File: src/rtl/fifo_arb_pkg.sv
// rtl/fifo_arb_pkg.sv - shared constants, width helper and hold-entry type for fifo_wr_arbiter
//
// Purpose: default sizing for the FIFO write-side arbiter and the entry type
// that describes one beat sitting in the holding register.
// Ports: none (package).
package fifo_arb_pkg;

  localparam int NREQ_DEF     = 4;
  localparam int DATASIZE_DEF = 40;

  // Bits needed to index n requesters; never less than one bit.
  function automatic int arb_clog2(input int n);
    int w;
    w = 1;
    while ((1 << w) < n) w++;
    return w;
  endfunction

  localparam int IDW_DEF = arb_clog2(NREQ_DEF);

  typedef struct packed {
    logic [IDW_DEF-1:0]      id;
    logic [DATASIZE_DEF-1:0] data;
  } hold_entry_t;

endpackage

File: src/rtl/fifo_wr_arbiter_rr_pick.sv
// rtl/fifo_wr_arbiter_rr_pick.sv - combinational round-robin picker
//
// Purpose: finds the first eligible requester starting at ptr and wrapping
// from N-1 back to 0. Eligible means req & mask.
// Ports:
//   req   [N]  requests
//   ptr   [IW] search start position (0..N-1)
//   mask  [N]  eligibility mask
//   grant [N]  one-hot winner (zero when none)
//   idx   [IW] winner index (zero when none)
//   any   [1]  a winner exists
module rr_pick
  import fifo_arb_pkg::*;
#(
  parameter int N  = NREQ_DEF,
  parameter int IW = arb_clog2(NREQ_DEF)
) (
  input  logic [N-1:0]  req,
  input  logic [IW-1:0] ptr,
  input  logic [N-1:0]  mask,
  output logic [N-1:0]  grant,
  output logic [IW-1:0] idx,
  output logic          any
);

  logic [N-1:0] elig;

  assign elig = req & mask;

  always_comb begin
    int pos;
    grant = '0;
    idx   = '0;
    any   = 1'b0;
    pos   = 0;
    for (int k = 0; k < N; k++) begin
      // ptr < N and k < N, so one subtraction is enough to wrap.
      pos = int'(ptr) + k;
      if (pos >= N) pos = pos - N;
      if (!any && elig[pos]) begin
        any        = 1'b1;
        grant[pos] = 1'b1;
        idx        = IW'(pos);
      end
    end
  end

endmodule

File: src/rtl/fifo_wr_arbiter.sv
// rtl/fifo_wr_arbiter.sv - round-robin write-port scheduler in front of the async FIFO
//
// Purpose: shares the FIFO write port between NREQ requesters through a
// one-entry holding register. One beat per wclk while wfull=0; no write is
// ever issued while wfull=1.
// Optional feature macro: ARB_PKT_LOCK_EN (packet lock: a requester keeps the
// port from its first beat until its req_last beat, so packets never interleave).
// Ports:
//   wclk       [1]             write-domain clock
//   rst_n      [1]             asynchronous active-low reset
//   req_valid  [NREQ]          per-requester beat valid
//   req_data   [NREQ*DATASIZE] requester i at [i*DATASIZE +: DATASIZE]
//   req_last   [NREQ]          last beat of packet (packet lock only)
//   req_ready  [NREQ]          one-hot accept
//   wfull      [1]             FIFO full flag
//   wdata      [DATASIZE]      FIFO write data (holding register)
//   winc       [1]             FIFO write strobe
//   grant_id   [IDW]           requester id of the held beat
//   busy       [1]             holding register occupied
module fifo_wr_arbiter
  import fifo_arb_pkg::*;
#(
  parameter int NREQ     = NREQ_DEF,
  parameter int DATASIZE = DATASIZE_DEF,
  parameter int IDW      = arb_clog2(NREQ)
) (
  input  logic                     wclk,
  input  logic                     rst_n,
  input  logic [NREQ-1:0]          req_valid,
  input  logic [NREQ*DATASIZE-1:0] req_data,
  input  logic [NREQ-1:0]          req_last,
  output logic [NREQ-1:0]          req_ready,
  input  logic                     wfull,
  output logic [DATASIZE-1:0]      wdata,
  output logic                     winc,
  output logic [IDW-1:0]           grant_id,
  output logic                     busy
);

  logic                hold_valid;
  logic [DATASIZE-1:0] hold_data;
  logic [IDW-1:0]      hold_id;
  logic [IDW-1:0]      rr_ptr;

  logic                load;
  logic                accept;
  logic [NREQ-1:0]     mask;
  logic                advance;
  logic [NREQ-1:0]     pick_grant;
  logic [IDW-1:0]      pick_idx;
  logic                pick_any;
  logic [DATASIZE-1:0] win_data;
  logic [IDW-1:0]      next_ptr;

  assign winc = hold_valid & ~wfull;
  // The hold can take a new beat when empty or when it drains this cycle.
  assign load = ~hold_valid | winc;

  rr_pick #(
    .N  (NREQ),
    .IW (IDW)
  ) u_rr_pick (
    .req   (req_valid),
    .ptr   (rr_ptr),
    .mask  (mask),
    .grant (pick_grant),
    .idx   (pick_idx),
    .any   (pick_any)
  );

  // rst_n gate keeps ready low while reset is asserted even though the
  // cleared hold would otherwise allow a load.
  assign req_ready = (load && rst_n) ? pick_grant : '0;
  assign accept    = load & pick_any;
  assign win_data  = req_data[int'(pick_idx)*DATASIZE +: DATASIZE];
  assign next_ptr  = (int'(pick_idx) == NREQ - 1) ? '0 : pick_idx + IDW'(1);

`ifdef ARB_PKT_LOCK_EN
  logic           lock;
  logic [IDW-1:0] lock_id;
  logic           win_last;

  assign win_last = req_last[pick_idx];
  // While a packet is open only its owner is eligible, even if it idles.
  assign mask     = lock ? (NREQ'(1) << lock_id) : {NREQ{1'b1}};
  // The pointer only moves at packet boundaries.
  assign advance  = win_last;

  always_ff @(posedge wclk or negedge rst_n) begin
    if (!rst_n) begin
      lock    <= 1'b0;
      lock_id <= '0;
    end else if (accept) begin
      lock    <= ~win_last;
      lock_id <= pick_idx;
    end
  end
`else
  logic unused_last;

  assign unused_last = ^req_last;
  assign mask        = {NREQ{1'b1}};
  assign advance     = 1'b1;
`endif

  always_ff @(posedge wclk or negedge rst_n) begin
    if (!rst_n) begin
      hold_valid <= 1'b0;
      hold_data  <= '0;
      hold_id    <= '0;
      rr_ptr     <= '0;
    end else if (accept) begin
      hold_valid <= 1'b1;
      hold_data  <= win_data;
      hold_id    <= pick_idx;
      if (advance) rr_ptr <= next_ptr;
    end else if (winc) begin
      hold_valid <= 1'b0;
    end
  end

  assign wdata    = hold_data;
  assign grant_id = hold_id;
  assign busy     = hold_valid;

endmodule

File: config.mk
export PLATFORM = sky130hd
export DESIGN_NAME = fifo_wr_arbiter
export DESIGN_NICKNAME = d
export VERILOG_FILES = /design/src/rtl/fifo_arb_pkg.sv /design/src/rtl/fifo_wr_arbiter_rr_pick.sv /design/src/rtl/fifo_wr_arbiter.sv
export SDC_FILE = /design/constraint.sdc
export NUM_CORES = 1
export LEC_CHECK = 0
export BUFFER_PORTS_ARGS = -buffer_cell sky130_fd_sc_hd__buf_2
export CAP_MARGIN = 40
export CORE_ASPECT_RATIO = 0.9
export CORE_MARGIN = 3
export CORE_UTILIZATION = 40
export CTS_BUF_LIST = sky130_fd_sc_hd__clkbuf_8
export DETAILED_ROUTE_END_ITERATION = 10
export PLACE_DENSITY = 0.74
export SLEW_MARGIN = 20
export SYNTH_ARGS = -nofsm -noshare
export SYNTH_HDL_FRONTEND = slang
export SYNTH_SLANG_ARGS = --single-unit
File: constraint.sdc
create_clock -name wclk -period 7.62 [get_ports wclk]
set_input_delay 0.381 -clock wclk [delete_from_list [all_inputs] [get_ports wclk]]
set_output_delay 0.381 -clock wclk [all_outputs]
set_load 0.005 [all_outputs]
==> impl_metrics.csv <==
group,metric,value,unit
worst_setup_path,cp.required,7.83,ns
timing,fmax,0.234,GHz
clock_network,cts_tree,"yes",
flow_run,drv_cap,0,
worst_setup_path,reg2reg_from,"rr_ptr[0]",
synthesis,synthSimpleGateAreaFrac,24.1,%
clock_network,cts-buffers-inserted,5,
worst_setup_path,cpPeakStageDelay,0.74,ns
clock_network,htree_num_levels,2,
cells_and_area,syn2layout_area_growth,32.9,%
global_routing,gr-total-overflow,0,
clock_network,clock_sinks,45,
worst_setup_path,critical_path_class,"reg -> reg",
synthesis,syn_nets,620,
timing,finalSetupViolations,0,
worst_setup_path,end_kind,"flip-flop",
drt,drc_errors,0,
synthesis,post-synth-top-count-cell,"nor2_1",
synthesis,synth-compound-area-share,29.4,%
place,gp_congestion,0.825,
cells_and_area,multiInputGateArea,2300,µm²
drt,ant_nets,0,
power,power-per-cell-area,426,nW/µm²
place,hpwl,9990,µm
synthesis,synth_commonest_cells,"62 x nor2_1, 56 x nand2_1, 45 x dfrtp_1",
status,status,"complete, no violations",
synthesis,postSynthAreaPerCell,8.25,µm²
timing,worstMarginPinSlew,0.802,ns
synthesis,synth_fa_ha_area_share,1.71,%
worst_setup_path,path_buf_inv,2,
place,io_buffers,214,
global_routing,grt_pass1_vias,4436,
die,die_w,107,µm
worst_setup_path,cp.arrival,4.48,ns
die,die_area,10300,µm²
worst_setup_path,r2r-end,"wdata[5]",
drt,drtPass1Iterations,5,
synthesis,synth_warnings,0,
timing,fin_ws,3.35,ns
worst_setup_path,endpoint,"wdata[5]",
synthesis,synthesis.area,3660,µm²
cells_and_area,fin_nets,811,
drt,wirelength,13600,µm
cells_and_area,antenna_cells_inserted,0,
synthesis,yosys-mux-area-fraction,7.31,%
cells_and_area,fillers,848,
synthesis,synth_async_sr_flop_share,100,%
synthesis,synthTopCellsByArea,"dfrtp_1 31%, a221oi_2 7.8%, nor2_1 6.4%, nand3_1 5.9%, nand2_1 5.7%",
timing,setup_tns,0,ns
timing,slew_headroom,46.6,%
worst_setup_path,startpoint_type,"flip-flop",
cells_and_area,layout.area.seq,1130,µm²
synthesis,synth_xor_area_share,0,%
timing,skew,0.00706,ns
drt,drt_iter0_drc,348,
die,core,8730,µm²
synthesis,synth_edf_count,0,
timing,hold_viol,0,
global_routing,antenna_found_initial,0,
worst_setup_path,regToRegSetupSlack,3.35,ns
synthesis,ys_types,39,
synthesis,syn_inst,444,
place,place_ws,3.42,ns
die,ios,219,
drt,vias,4372,
clock_network,cts_buffer_depth,2,
worst_setup_path,cp.depth,8,
synthesis,synth_top_area_share,30.7,%
global_routing,grt_max_degree,62,
timing,rsz0062_at_grt,"no",
clock_network,cts_hold_buffers,0,
timing,period_minus_slack,4.27,ns
synthesis,seq_area_frac_synth,30.7,%
global_routing,grtUsageTotal,25.2,%
drt,vias_per_cell,5.79,
hold_path,worstHoldPathType,"in -> async",
worst_setup_path,crit_chain,"buf_4 > inv_1 > ha_1 > mux4_2 > o211ai_4 > and2_4 > mux2i_1 > a221oi_2",
power,max-vdd-ir-drop,0.359,mV
die,start_util,42.0,%
clock_network,clk-insertion-delay-late,0.30,ns
worst_setup_path,slowest_stage,"and2_4",
cells_and_area,drive_gt1_share,44.3,%
synthesis,synth_top_family_by_area,"compound AO/OA/AOI/OAI gates",
global_routing,grt_pass1_wl,21300,µm
worst_setup_path,worstSetupStartpoint,"rr_ptr[0]",
worst_setup_path,critPathMaxFanout,61,
die,rows,32,
clock_network,clockRootBuffer,"clkbuf_8",
clock_network,cts.repair.resized,0,
die,dieHeight,96.8,µm
worst_setup_path,crit_family,"multiplexers",
synthesis,yosys_most_used_dff,"dfrtp_1",
clock_network,cts_setup_buffers,0,
drt,wire_per_inst,18.1,µm
timing,period_share,56.0,%
timing,report.final.slew_viol_count,0,
worst_setup_path,r2r_cells,8,
synthesis,yosysTopAreaCell,"dfrtp_1",
synthesis,ys_ff_latch,45,
clock_network,clkTransAtPathRegs,0.09,ns
power,leakage,2.30,nW
[per-stage QoR]
stage                     area (µm²)  hold WS, ns  std cells  utilization (%)  power [W]
after floorplan                 3660       0.0854        444                -    0.00155
after global placement          4710        0.463        742             54.0    0.00184
after detailed placement        4780        0.465        747             54.8    0.00194
after CTS                       4870        0.231        755             55.8    0.00209
after global routing            4870        0.250        755             55.8    0.00224
final                           4870        0.195        755             55.8    0.00208
[cells in the final DEF (no fill, tap or decap), drive strengths merged, types with 4 or more instances in the layout]
cell     Yosys  final
a221o        4      4
a221oi      20     20
clkbuf      27      5
o21ai       29     29
mux2i       20     20
nand2       56     56
or2         21     21
dfrtp       45     45
nand3       43     43
o311ai      21     21
ha           5      5
nor2b        4      4
o2111ai     21     21
buf         15    226
nor2        62     62
inv          2      4
a21oi       27     27
[power breakdown]
part           switching (W)  internal (W)  leakage (nW)
clock              0.0000871     0.0000625        0.0467
combinational       0.000888      0.000596          1.73
sequential         0.0000819      0.000361         0.523
[kinds of logic (layout without fill, tap and decap cells)]
logic type / count (synthesis) / after routing
buf+inv: 44 / 236
simple gates: 195 / 195
flops: 45 / 45
mux: 23 / 23
compound gates: 132 / 132
fa+ha+maj: 5 / 5
[layer usage]
layer	vias up	global-route usage (%)	share of wire (%)	routed length [µm]
li1	2028	-	-	-
met1	2047	29.8	39	5370
met2	270	44.6	48	6530
met3	27	5.74	11	1440
met4	0	8.95	2.2	304
met5	-	0	0	0
[flip-flops by register name, indices dropped and copies added (netlist names)]
| signal | cells |
|---|---|
| wdata | 40 |
| grant_id | 2 |
| rr_ptr | 2 |
| busy | 1 |
[worst min path at each step]
stage,from,endpoint
2_1_floorplan,rst_n,busy
3_3_place_gp,grant_id[1],grant_id[1]
3_5_place_dp,grant_id[1],grant_id[1]
4_1_cts,rst_n,wdata[3]
5_1_grt,rst_n,wdata[21]
6_report,rst_n,wdata[21]
[area by class of cell]
class / count / share of cell area (%)
multi-input cells: 355 / 47.3
repair buffers: 226 / 24.6
flip-flops and latches: 45 / 23.1
well taps: 119 / 3.06
clock buffers: 5 / 1.41
clock inverters: 3 / 0.308
inverters: 2 / 0.154
[worst reg2reg max path: cells and delay by family, from the launching register on]
| kind | cells | cell delay, ns |
|---|---|---|
| muxes | 2 | 0.98 |
| AOI/OAI and AO/OA | 2 | 0.82 |
| and+or+nand+nor | 1 | 0.74 |
| DFF | 1 | 0.73 |
| buffers and inverters | 2 | 0.54 |
| adders and majority gates | 1 | 0.38 |
(Power assumes the default switching activity.)
